===== src/rtl/decode_stage_if.sv =====
// Fetch/decode/issue signal bundle for the RV32I decode stage.
// The slave modport is the decode stage's view; master is the fetch/issue environment.
interface decode_stage_if #(
  parameter int ADDR = 32,
  parameter int INST = 32,
  parameter int DATA = 32
);
  logic            flush;
  logic            inst_e_;
  logic [ADDR-1:0] inst_pc;
  logic [INST-1:0] inst;
  logic            dec_stall;
  logic            is_full;
  logic            dec_e_;
  logic [ADDR-1:0] dec_pc;
  logic [INST-1:0] dec_inst;
  logic [4:0]      rd;
  logic [4:0]      rs1;
  logic [4:0]      rs2;
  logic            rd_en;
  logic            rs1_en;
  logic            rs2_en;
  logic [DATA-1:0] imm;
  logic            src1_pc;
  logic            src2_imm;
  logic [1:0]      unit;
  logic [3:0]      alu_op;
  logic [3:0]      sub_op;
  logic            illegal;

  modport slave (
    input  flush, inst_e_, inst_pc, inst, is_full,
    output dec_stall, dec_e_, dec_pc, dec_inst, rd, rs1, rs2,
           rd_en, rs1_en, rs2_en, imm, src1_pc, src2_imm,
           unit, alu_op, sub_op, illegal
  );

  modport master (
    output flush, inst_e_, inst_pc, inst, is_full,
    input  dec_stall, dec_e_, dec_pc, dec_inst, rd, rs1, rs2,
           rd_en, rs1_en, rs2_en, imm, src1_pc, src2_imm,
           unit, alu_op, sub_op, illegal
  );
endinterface


===== src/rtl/decode_stage.sv =====
// RV32I decode stage: combinational decode of the fetched word into one output register.
// Define DECODE_MEXT_EN to accept the M-extension (OP, funct7=0x01) as MULDIV ops.
module decode_stage #(
  parameter int ADDR = 32,
  parameter int INST = 32,
  parameter int DATA = 32
) (
  input  logic           clk,
  input  logic           reset,
  decode_stage_if.slave  bus
);

  localparam logic [6:0] OPC_OP_IMM = 7'h13;
  localparam logic [6:0] OPC_OP     = 7'h33;
  localparam logic [6:0] OPC_LUI    = 7'h37;
  localparam logic [6:0] OPC_AUIPC  = 7'h17;
  localparam logic [6:0] OPC_LOAD   = 7'h03;
  localparam logic [6:0] OPC_STORE  = 7'h23;
  localparam logic [6:0] OPC_BRANCH = 7'h63;
  localparam logic [6:0] OPC_JAL    = 7'h6F;
  localparam logic [6:0] OPC_JALR   = 7'h67;

  localparam logic [1:0] UNIT_ALU    = 2'd0;
  localparam logic [1:0] UNIT_MULDIV = 2'd1;
  localparam logic [1:0] UNIT_MEM    = 2'd2;
  localparam logic [1:0] UNIT_BRANCH = 2'd3;

  localparam logic [3:0] ALU_ADD  = 4'd0;
  localparam logic [3:0] ALU_SUB  = 4'd1;
  localparam logic [3:0] ALU_SLL  = 4'd2;
  localparam logic [3:0] ALU_SLT  = 4'd3;
  localparam logic [3:0] ALU_SLTU = 4'd4;
  localparam logic [3:0] ALU_XOR  = 4'd5;
  localparam logic [3:0] ALU_SRL  = 4'd6;
  localparam logic [3:0] ALU_SRA  = 4'd7;
  localparam logic [3:0] ALU_OR   = 4'd8;
  localparam logic [3:0] ALU_AND  = 4'd9;
  localparam logic [3:0] ALU_COPY = 4'd10;

  localparam logic [3:0] SUB_JAL  = 4'hA;
  localparam logic [3:0] SUB_JALR = 4'hB;

  typedef struct packed {
    logic [4:0]      rd;
    logic [4:0]      rs1;
    logic [4:0]      rs2;
    logic            rd_en;
    logic            rs1_en;
    logic            rs2_en;
    logic [DATA-1:0] imm;
    logic            src1_pc;
    logic            src2_imm;
    logic [1:0]      unit;
    logic [3:0]      alu_op;
    logic [3:0]      sub_op;
    logic            illegal;
  } dec_t;

  function automatic logic signed [31:0] imm_i(input logic [31:0] w);
    return $signed({{20{w[31]}}, w[31:20]});
  endfunction

  function automatic logic signed [31:0] imm_s(input logic [31:0] w);
    return $signed({{20{w[31]}}, w[31:25], w[11:7]});
  endfunction

  function automatic logic signed [31:0] imm_b(input logic [31:0] w);
    return $signed({{19{w[31]}}, w[31], w[7], w[30:25], w[11:8], 1'b0});
  endfunction

  function automatic logic signed [31:0] imm_u(input logic [31:0] w);
    return $signed({w[31:12], 12'b0});
  endfunction

  function automatic logic signed [31:0] imm_j(input logic [31:0] w);
    return $signed({{11{w[31]}}, w[31], w[19:12], w[20], w[30:21], 1'b0});
  endfunction

  function automatic logic [DATA-1:0] sext(input logic signed [31:0] v);
    return DATA'(v);
  endfunction

  // funct3 -> ALU op; alt selects SUB/SRA where funct7[5] is set
  function automatic logic [3:0] alu_from_f3(input logic [2:0] f3, input logic alt);
    logic [3:0] op;
    case (f3)
      3'b000:  op = alt ? ALU_SUB : ALU_ADD;
      3'b001:  op = ALU_SLL;
      3'b010:  op = ALU_SLT;
      3'b011:  op = ALU_SLTU;
      3'b100:  op = ALU_XOR;
      3'b101:  op = alt ? ALU_SRA : ALU_SRL;
      3'b110:  op = ALU_OR;
      default: op = ALU_AND;
    endcase
    return op;
  endfunction

  logic [31:0] ins_p0;
  logic [6:0]  opc_p0;
  logic [2:0]  f3_p0;
  logic [6:0]  f7_p0;
  logic        bad_p0;
  dec_t        dec_p0;

  assign ins_p0 = 32'(bus.inst);
  assign opc_p0 = ins_p0[6:0];
  assign f3_p0  = ins_p0[14:12];
  assign f7_p0  = ins_p0[31:25];

  // Stage p0: combinational decode of the word presented by fetch
  always_comb begin
    dec_p0        = '0;
    bad_p0        = 1'b0;
    dec_p0.rd     = ins_p0[11:7];
    dec_p0.rs1    = ins_p0[19:15];
    dec_p0.rs2    = ins_p0[24:20];
    dec_p0.unit   = UNIT_ALU;
    dec_p0.alu_op = ALU_ADD;

    case (opc_p0)
      OPC_OP_IMM: begin
        dec_p0.rd_en    = 1'b1;
        dec_p0.rs1_en   = 1'b1;
        dec_p0.src2_imm = 1'b1;
        dec_p0.imm      = sext(imm_i(ins_p0));
        dec_p0.alu_op   = alu_from_f3(f3_p0, 1'b0);
        if (f3_p0 == 3'b001 && f7_p0 != 7'h00) bad_p0 = 1'b1;
        if (f3_p0 == 3'b101) begin
          if (f7_p0 == 7'h20)      dec_p0.alu_op = ALU_SRA;
          else if (f7_p0 != 7'h00) bad_p0 = 1'b1;
        end
      end
      OPC_OP: begin
        dec_p0.rd_en  = 1'b1;
        dec_p0.rs1_en = 1'b1;
        dec_p0.rs2_en = 1'b1;
        if (f7_p0 == 7'h00) begin
          dec_p0.alu_op = alu_from_f3(f3_p0, 1'b0);
        end else if (f7_p0 == 7'h20) begin
          dec_p0.alu_op = alu_from_f3(f3_p0, 1'b1);
          if (f3_p0 != 3'b000 && f3_p0 != 3'b101) bad_p0 = 1'b1;
        end else if (f7_p0 == 7'h01) begin
`ifdef DECODE_MEXT_EN
          dec_p0.unit   = UNIT_MULDIV;
          dec_p0.sub_op = {1'b0, f3_p0};
`else
          bad_p0 = 1'b1;
`endif
        end else begin
          bad_p0 = 1'b1;
        end
      end
      OPC_LUI: begin
        dec_p0.rd_en    = 1'b1;
        dec_p0.src2_imm = 1'b1;
        dec_p0.alu_op   = ALU_COPY;
        dec_p0.imm      = sext(imm_u(ins_p0));
      end
      OPC_AUIPC: begin
        dec_p0.rd_en    = 1'b1;
        dec_p0.src1_pc  = 1'b1;
        dec_p0.src2_imm = 1'b1;
        dec_p0.imm      = sext(imm_u(ins_p0));
      end
      OPC_LOAD: begin
        dec_p0.unit     = UNIT_MEM;
        dec_p0.sub_op   = {1'b0, f3_p0};
        dec_p0.rd_en    = 1'b1;
        dec_p0.rs1_en   = 1'b1;
        dec_p0.src2_imm = 1'b1;
        dec_p0.imm      = sext(imm_i(ins_p0));
        if (f3_p0 == 3'b011 || f3_p0 == 3'b110 || f3_p0 == 3'b111) bad_p0 = 1'b1;
      end
      OPC_STORE: begin
        dec_p0.unit     = UNIT_MEM;
        dec_p0.sub_op   = {1'b1, f3_p0};
        dec_p0.rs1_en   = 1'b1;
        dec_p0.rs2_en   = 1'b1;
        dec_p0.src2_imm = 1'b1;
        dec_p0.imm      = sext(imm_s(ins_p0));
        if (f3_p0[2] || f3_p0 == 3'b011) bad_p0 = 1'b1;
      end
      OPC_BRANCH: begin
        dec_p0.unit   = UNIT_BRANCH;
        dec_p0.sub_op = {1'b0, f3_p0};
        dec_p0.rs1_en = 1'b1;
        dec_p0.rs2_en = 1'b1;
        dec_p0.imm    = sext(imm_b(ins_p0));
        if (f3_p0 == 3'b010 || f3_p0 == 3'b011) bad_p0 = 1'b1;
      end
      OPC_JAL: begin
        dec_p0.unit     = UNIT_BRANCH;
        dec_p0.sub_op   = SUB_JAL;
        dec_p0.rd_en    = 1'b1;
        dec_p0.src1_pc  = 1'b1;
        dec_p0.src2_imm = 1'b1;
        dec_p0.imm      = sext(imm_j(ins_p0));
      end
      OPC_JALR: begin
        dec_p0.unit     = UNIT_BRANCH;
        dec_p0.sub_op   = SUB_JALR;
        dec_p0.rd_en    = 1'b1;
        dec_p0.rs1_en   = 1'b1;
        dec_p0.src2_imm = 1'b1;
        dec_p0.imm      = sext(imm_i(ins_p0));
        if (f3_p0 != 3'b000) bad_p0 = 1'b1;
      end
      default: bad_p0 = 1'b1;
    endcase

    if (ins_p0[1:0] != 2'b11) bad_p0 = 1'b1;

    // Illegal words keep their raw indices for the exception path but enable nothing
    if (bad_p0) begin
      dec_p0.rd_en    = 1'b0;
      dec_p0.rs1_en   = 1'b0;
      dec_p0.rs2_en   = 1'b0;
      dec_p0.imm      = '0;
      dec_p0.src1_pc  = 1'b0;
      dec_p0.src2_imm = 1'b0;
      dec_p0.unit     = UNIT_ALU;
      dec_p0.alu_op   = ALU_ADD;
      dec_p0.sub_op   = 4'd0;
      dec_p0.illegal  = 1'b1;
    end

    if (dec_p0.rd == 5'd0) dec_p0.rd_en = 1'b0;
  end

  dec_t            dec_p1;
  logic [ADDR-1:0] pc_p1;
  logic [INST-1:0] inst_p1;
  logic            vld_p1;

  // Stage p1: output register toward issue; flush only invalidates, fields hold
  always_ff @(posedge clk) begin
    if (reset) begin
      vld_p1  <= 1'b0;
      dec_p1  <= '0;
      pc_p1   <= '0;
      inst_p1 <= '0;
    end else if (bus.flush) begin
      vld_p1  <= 1'b0;
    end else if (!bus.is_full) begin
      vld_p1  <= !bus.inst_e_;
      dec_p1  <= dec_p0;
      pc_p1   <= bus.inst_pc;
      inst_p1 <= bus.inst;
    end
  end

  assign bus.dec_stall = bus.is_full;
  assign bus.dec_e_    = !vld_p1;
  assign bus.dec_pc    = pc_p1;
  assign bus.dec_inst  = inst_p1;
  assign bus.rd        = dec_p1.rd;
  assign bus.rs1       = dec_p1.rs1;
  assign bus.rs2       = dec_p1.rs2;
  assign bus.rd_en     = dec_p1.rd_en;
  assign bus.rs1_en    = dec_p1.rs1_en;
  assign bus.rs2_en    = dec_p1.rs2_en;
  assign bus.imm       = dec_p1.imm;
  assign bus.src1_pc   = dec_p1.src1_pc;
  assign bus.src2_imm  = dec_p1.src2_imm;
  assign bus.unit      = dec_p1.unit;
  assign bus.alu_op    = dec_p1.alu_op;
  assign bus.sub_op    = dec_p1.sub_op;
  assign bus.illegal   = dec_p1.illegal;

endmodule


===== src/flat_wrapper.sv =====
// flat-port wrapper written by rule: the top's interface ports become plain ports
module decode_stage_flat 
#(
  parameter int ADDR = 32,
  parameter int INST = 32,
  parameter int DATA = 32
)
  (clk, reset, bus_flush, bus_inst_e_, bus_inst_pc, bus_inst, bus_is_full, bus_dec_stall, bus_dec_e_, bus_dec_pc, bus_dec_inst, bus_rd, bus_rs1, bus_rs2, bus_rd_en, bus_rs1_en, bus_rs2_en, bus_imm, bus_src1_pc, bus_src2_imm, bus_unit, bus_alu_op, bus_sub_op, bus_illegal);
  decode_stage_if #(.ADDR(ADDR), .INST(INST), .DATA(DATA)) bus_i ();
  input  logic clk;
  input  logic reset;
  input wire logic [$bits(bus_i.flush)-1:0] bus_flush;
  input wire logic [$bits(bus_i.inst_e_)-1:0] bus_inst_e_;
  input wire logic [$bits(bus_i.inst_pc)-1:0] bus_inst_pc;
  input wire logic [$bits(bus_i.inst)-1:0] bus_inst;
  input wire logic [$bits(bus_i.is_full)-1:0] bus_is_full;
  output wire logic [$bits(bus_i.dec_stall)-1:0] bus_dec_stall;
  output wire logic [$bits(bus_i.dec_e_)-1:0] bus_dec_e_;
  output wire logic [$bits(bus_i.dec_pc)-1:0] bus_dec_pc;
  output wire logic [$bits(bus_i.dec_inst)-1:0] bus_dec_inst;
  output wire logic [$bits(bus_i.rd)-1:0] bus_rd;
  output wire logic [$bits(bus_i.rs1)-1:0] bus_rs1;
  output wire logic [$bits(bus_i.rs2)-1:0] bus_rs2;
  output wire logic [$bits(bus_i.rd_en)-1:0] bus_rd_en;
  output wire logic [$bits(bus_i.rs1_en)-1:0] bus_rs1_en;
  output wire logic [$bits(bus_i.rs2_en)-1:0] bus_rs2_en;
  output wire logic [$bits(bus_i.imm)-1:0] bus_imm;
  output wire logic [$bits(bus_i.src1_pc)-1:0] bus_src1_pc;
  output wire logic [$bits(bus_i.src2_imm)-1:0] bus_src2_imm;
  output wire logic [$bits(bus_i.unit)-1:0] bus_unit;
  output wire logic [$bits(bus_i.alu_op)-1:0] bus_alu_op;
  output wire logic [$bits(bus_i.sub_op)-1:0] bus_sub_op;
  output wire logic [$bits(bus_i.illegal)-1:0] bus_illegal;
  assign bus_i.flush = bus_flush;
  assign bus_i.inst_e_ = bus_inst_e_;
  assign bus_i.inst_pc = bus_inst_pc;
  assign bus_i.inst = bus_inst;
  assign bus_i.is_full = bus_is_full;
  assign bus_dec_stall = bus_i.dec_stall;
  assign bus_dec_e_ = bus_i.dec_e_;
  assign bus_dec_pc = bus_i.dec_pc;
  assign bus_dec_inst = bus_i.dec_inst;
  assign bus_rd = bus_i.rd;
  assign bus_rs1 = bus_i.rs1;
  assign bus_rs2 = bus_i.rs2;
  assign bus_rd_en = bus_i.rd_en;
  assign bus_rs1_en = bus_i.rs1_en;
  assign bus_rs2_en = bus_i.rs2_en;
  assign bus_imm = bus_i.imm;
  assign bus_src1_pc = bus_i.src1_pc;
  assign bus_src2_imm = bus_i.src2_imm;
  assign bus_unit = bus_i.unit;
  assign bus_alu_op = bus_i.alu_op;
  assign bus_sub_op = bus_i.sub_op;
  assign bus_illegal = bus_i.illegal;
  decode_stage #(.ADDR(ADDR), .INST(INST), .DATA(DATA)) u_core (.clk(clk), .reset(reset), .bus(bus_i));
endmodule

===== config.mk =====
export PLATFORM = sky130hd
export DESIGN_NAME = decode_stage_flat
export DESIGN_NICKNAME = d
export VERILOG_FILES = /design/src/rtl/decode_stage_if.sv /design/src/rtl/decode_stage.sv /design/src/flat_wrapper.sv
export SDC_FILE = /design/constraint.sdc
export NUM_CORES = 1
export LEC_CHECK = 0
export ABC_CLOCK_PERIOD_IN_PS = 3650
export CORE_UTILIZATION = 46
export CTS_CLUSTER_DIAMETER = 50
export CTS_CLUSTER_SIZE = 16
export DETAILED_ROUTE_END_ITERATION = 10
export GPL_ROUTABILITY_DRIVEN = 0
export PLACE_DENSITY = 0.85
export SLEW_MARGIN = 5
export SYNTH_ARGS = -nofsm -noshare
export SYNTH_HDL_FRONTEND = slang
export SYNTH_SLANG_ARGS = --single-unit

===== constraint.sdc =====
create_clock -name clk -period 3.65 [get_ports clk]
set_input_delay 0.9125 -clock clk [delete_from_list [all_inputs] [get_ports clk]]
set_output_delay 0.9125 -clock clk [all_outputs]
set_load 0.01 [all_outputs]

==> metrics.txt <==
async set or reset register ratio after synthesis 0%; instance count on the critical path 2; FF-to-FF path depth 2; vertical die dimension 102 um; most used cells in the layout excluding fill and tap cells 196 x clkdlybuf4s50_1, 175 x nand2_1, 113 x dfxtp_1, 89 x a21oi_1, 23 x o21ai_0; total power 3.45 mW; area share of the largest cell type after synthesis 48.9%; share of synthesized area occupied by flip-flops and latches roughly 49%; number of buffers inserted during clock tree synthesis 17; Post-synth EDFFs 0; Synth-to-Final Area Change 56.3%; post-synth net total 642; count of unresolved DRC violations after routing 0; Max stage delay cell, worst path clkdlybuf4s50_1; termination of the worst setup path bus_dec_stall; Achievable Freq roughly 330 MHz; final HPWL from detailed placement 10100 um; worst relative slew slack 56.0%; final-stage net count 813; part of the cycle the worst path needs 82.4%; number of global-route vias before repair between 4000 and 5000; Sw Pwr 774 uW; #FFs+latches synth ~110; reported max-cap violation count 0; Switching Share 22.4%; power density relative to cell area 477 mW/mm^2; sink count of the clock tree approximately 110; Initial Utilization 47.3%; Crit Reg-Reg Endpoint u_core.bus.illegal; clock tree from TritonCTS built; Fin Clk Skew 0 ps; Hold Crit Class flip-flop to flip-flop; leakage 2.57 nW; unrepaired setup endpoints after global routing no; setup-violating endpoint count in the final report 0; Worst path most repeated cell clkdlybuf4s50_1; worst path required time 2740 ps; routed len/inst 16.0 um; ratio of cells with drive above 1 in the final layout 8.98%; share of total power in sequential cells 37.3%; PortBufs 197; width of the chip between 100 and 150 um; launch point of the critical path bus_is_full; global-route wire length before repair 21700 um; cell count after synthesis 573; launch point of the worst hold path u_core.bus.imm[26]; clock latency of the later-clocked register in the worst-skew pair 500 ps; DRC marker count from the first detailed-route iteration 509; cell-by-cell listing of the critical path clkdlybuf4s50_1 -> clkdlybuf4s50_1; total routing resource utilization after global routing between 20 and 30%; Worst-path clk slew approximately 50 ps; part of the power in the clock network 52.6%; initial antenna violation count 0; Worst Setup Path Type input port to output pin; post-cts hold buffer count 0; most common library cell in the layout ignoring fill and taps clkdlybuf4s50_1; routed vias 4827; Pre-antenna DRT Iters 7; dominant synthesized flop cell dfxtp_1; flop-to-flop setup slack 2910 ps; buffer depth of the longest clock path 2; number of I/O pins between 150 and 200; Distinct cells, synth 52; min cycle time layout 3010 ps; critical path startpoint category input port; number of instances resized during post-cts repair 0; via count normalized by instance count around 5.4; final slew viol count 0; Max IR drop VDD 0.000424 V; per-instance average area after synthesis 8.07 um^2; Worst Path Buf+Inv 2; power share of the combinational group 10.1%; diode count 0; crit-path max cell delay 600 ps; synthesized area about 0.0046 mm^2; endpoints failing hold 0; maximum number of pins on one net before global-route repair 65; CP endpoint kind output pin; remaining antenna violation count 0; H-tree levels 4; family with the most delay on the worst path buffers and inverters; cell types with the largest area share after synthesis dfxtp_1 49%, nand2_1 14%, a21oi_1 9.6%; Root Driver clkbuf_8; worst reg2reg path startpoint u_core.bus.illegal; GRT overflow 0; internal power contribution 2.68 mW; setup_tns 0 ps; number of buffers added for setup after CTS 0; area of the die 0.0105 mm^2; Arr. time, crit path 2100 ps; Max Fanout on Critical Path 5; total detailed-routing wirelength 14300 um; outcome finished clean; pin slew with the least headroom to its limit between 600 and 700 ps; area of the core 0.00977 mm^2; largest area contributor in the netlist dfxtp_1; count of yosys warnings during synthesis 0; Placement Rows 36
worst min-delay path by stage:
stage	end	cells past startpoint
after global routing	u_core.bus.rs1_en	2
final	u_core.bus.imm[26]	2
after CTS	u_core.bus.imm[26]	2
after floorplan	u_core.bus.imm[11]	2
after global placement	u_core.bus.imm[13]	2
after detailed placement	u_core.bus.src2_imm	2
state kept, by name, summed over array words and instances (netlist names), 2 cells and up:
signal               count
u_core.bus.dec_pc       32
u_core.bus.rs1           4
u_core.bus.sub_op        4
u_core.bus.dec_inst     20
u_core.bus.unit          2
u_core.bus.rd            4
u_core.bus.rs2           4
u_core.bus.imm          32
u_core.bus.alu_op        4
Yosys cell counts (2+ instances only):
master / instances
buf_1: 2
inv_1: 7
buf_4: 17
dfxtp_1: 113
a31oi_1: 3
a32o_1: 8
a22o_1: 2
buf_2: 6
nor2_1: 14
o21ai_0: 23
a21oi_1: 89
nand2_1: 175
nand4_1: 2
o21ai_2: 10
nand3_1: 5
and2_1: 4
nor2b_1: 4
clkbuf_1: 32
o31ai_1: 11
buf_6: 2
a211oi_1: 3
and3_1: 2
nor3_1: 3
a22oi_1: 8
per-layer routing:
| metal | global-route usage [%] | vias to the layer above | part of all wire, % |
|---|---|---|---|
| met3 | 8.41 | 40 | 9.1 |
| met4 | 12.2 | 0 | 2.5 |
| li1 | - | 2286 | - |
| met5 | 0 | - | 0 |
| met1 | 31.9 | 2218 | 39 |
| met2 | 45.7 | 283 | 49 |
area by class of cell:
class                      count  area [um^2]
fill                         722         2550
clock inverter                12          204
sequential                   113         2260
inverter                       7         26.3
timing repair buffer         211         2070
tap                          133          166
clock buffer                  20          455
multi-input combinational    394         2040
stage by stage:
stage	hold slack, ps	instances	cell area, um^2	worst slack (ps)	util (%)
2_1_floorplan	477	573	4620	1260	-
3_3_place_gp	437	858	6570	474	67.2
3_5_place_dp	444	858	6570	313	67.2
4_1_cts	455	890	7230	639	74.0
5_1_grt	473	890	7230	593	74.0
6_report	452	890	7230	642	74.0
power groups by stage:
stage          registers, mW  logic, mW  clock network [mW]
2_1_floorplan           1.33      0.138                   0
3_3_place_gp            1.31      0.339                   0
4_1_cts                 1.29      0.348                1.83
6_report                1.29      0.350                1.81
5_1_grt                 1.29      0.374                1.89
3_5_place_dp            1.31      0.346                   0
logic make-up after synthesis:
kind of cell           after synthesis  share of synthesized area [%]
AND/OR/NAND/NOR                    224                           21.1
AO/OA/AOI/OAI                      169                           22.6
flip-flops                         113                           48.9
buffers and inverters               66                           7.23
multiplexers                         1                          0.217
Note: power is estimated with default switching activity, not from simulation.
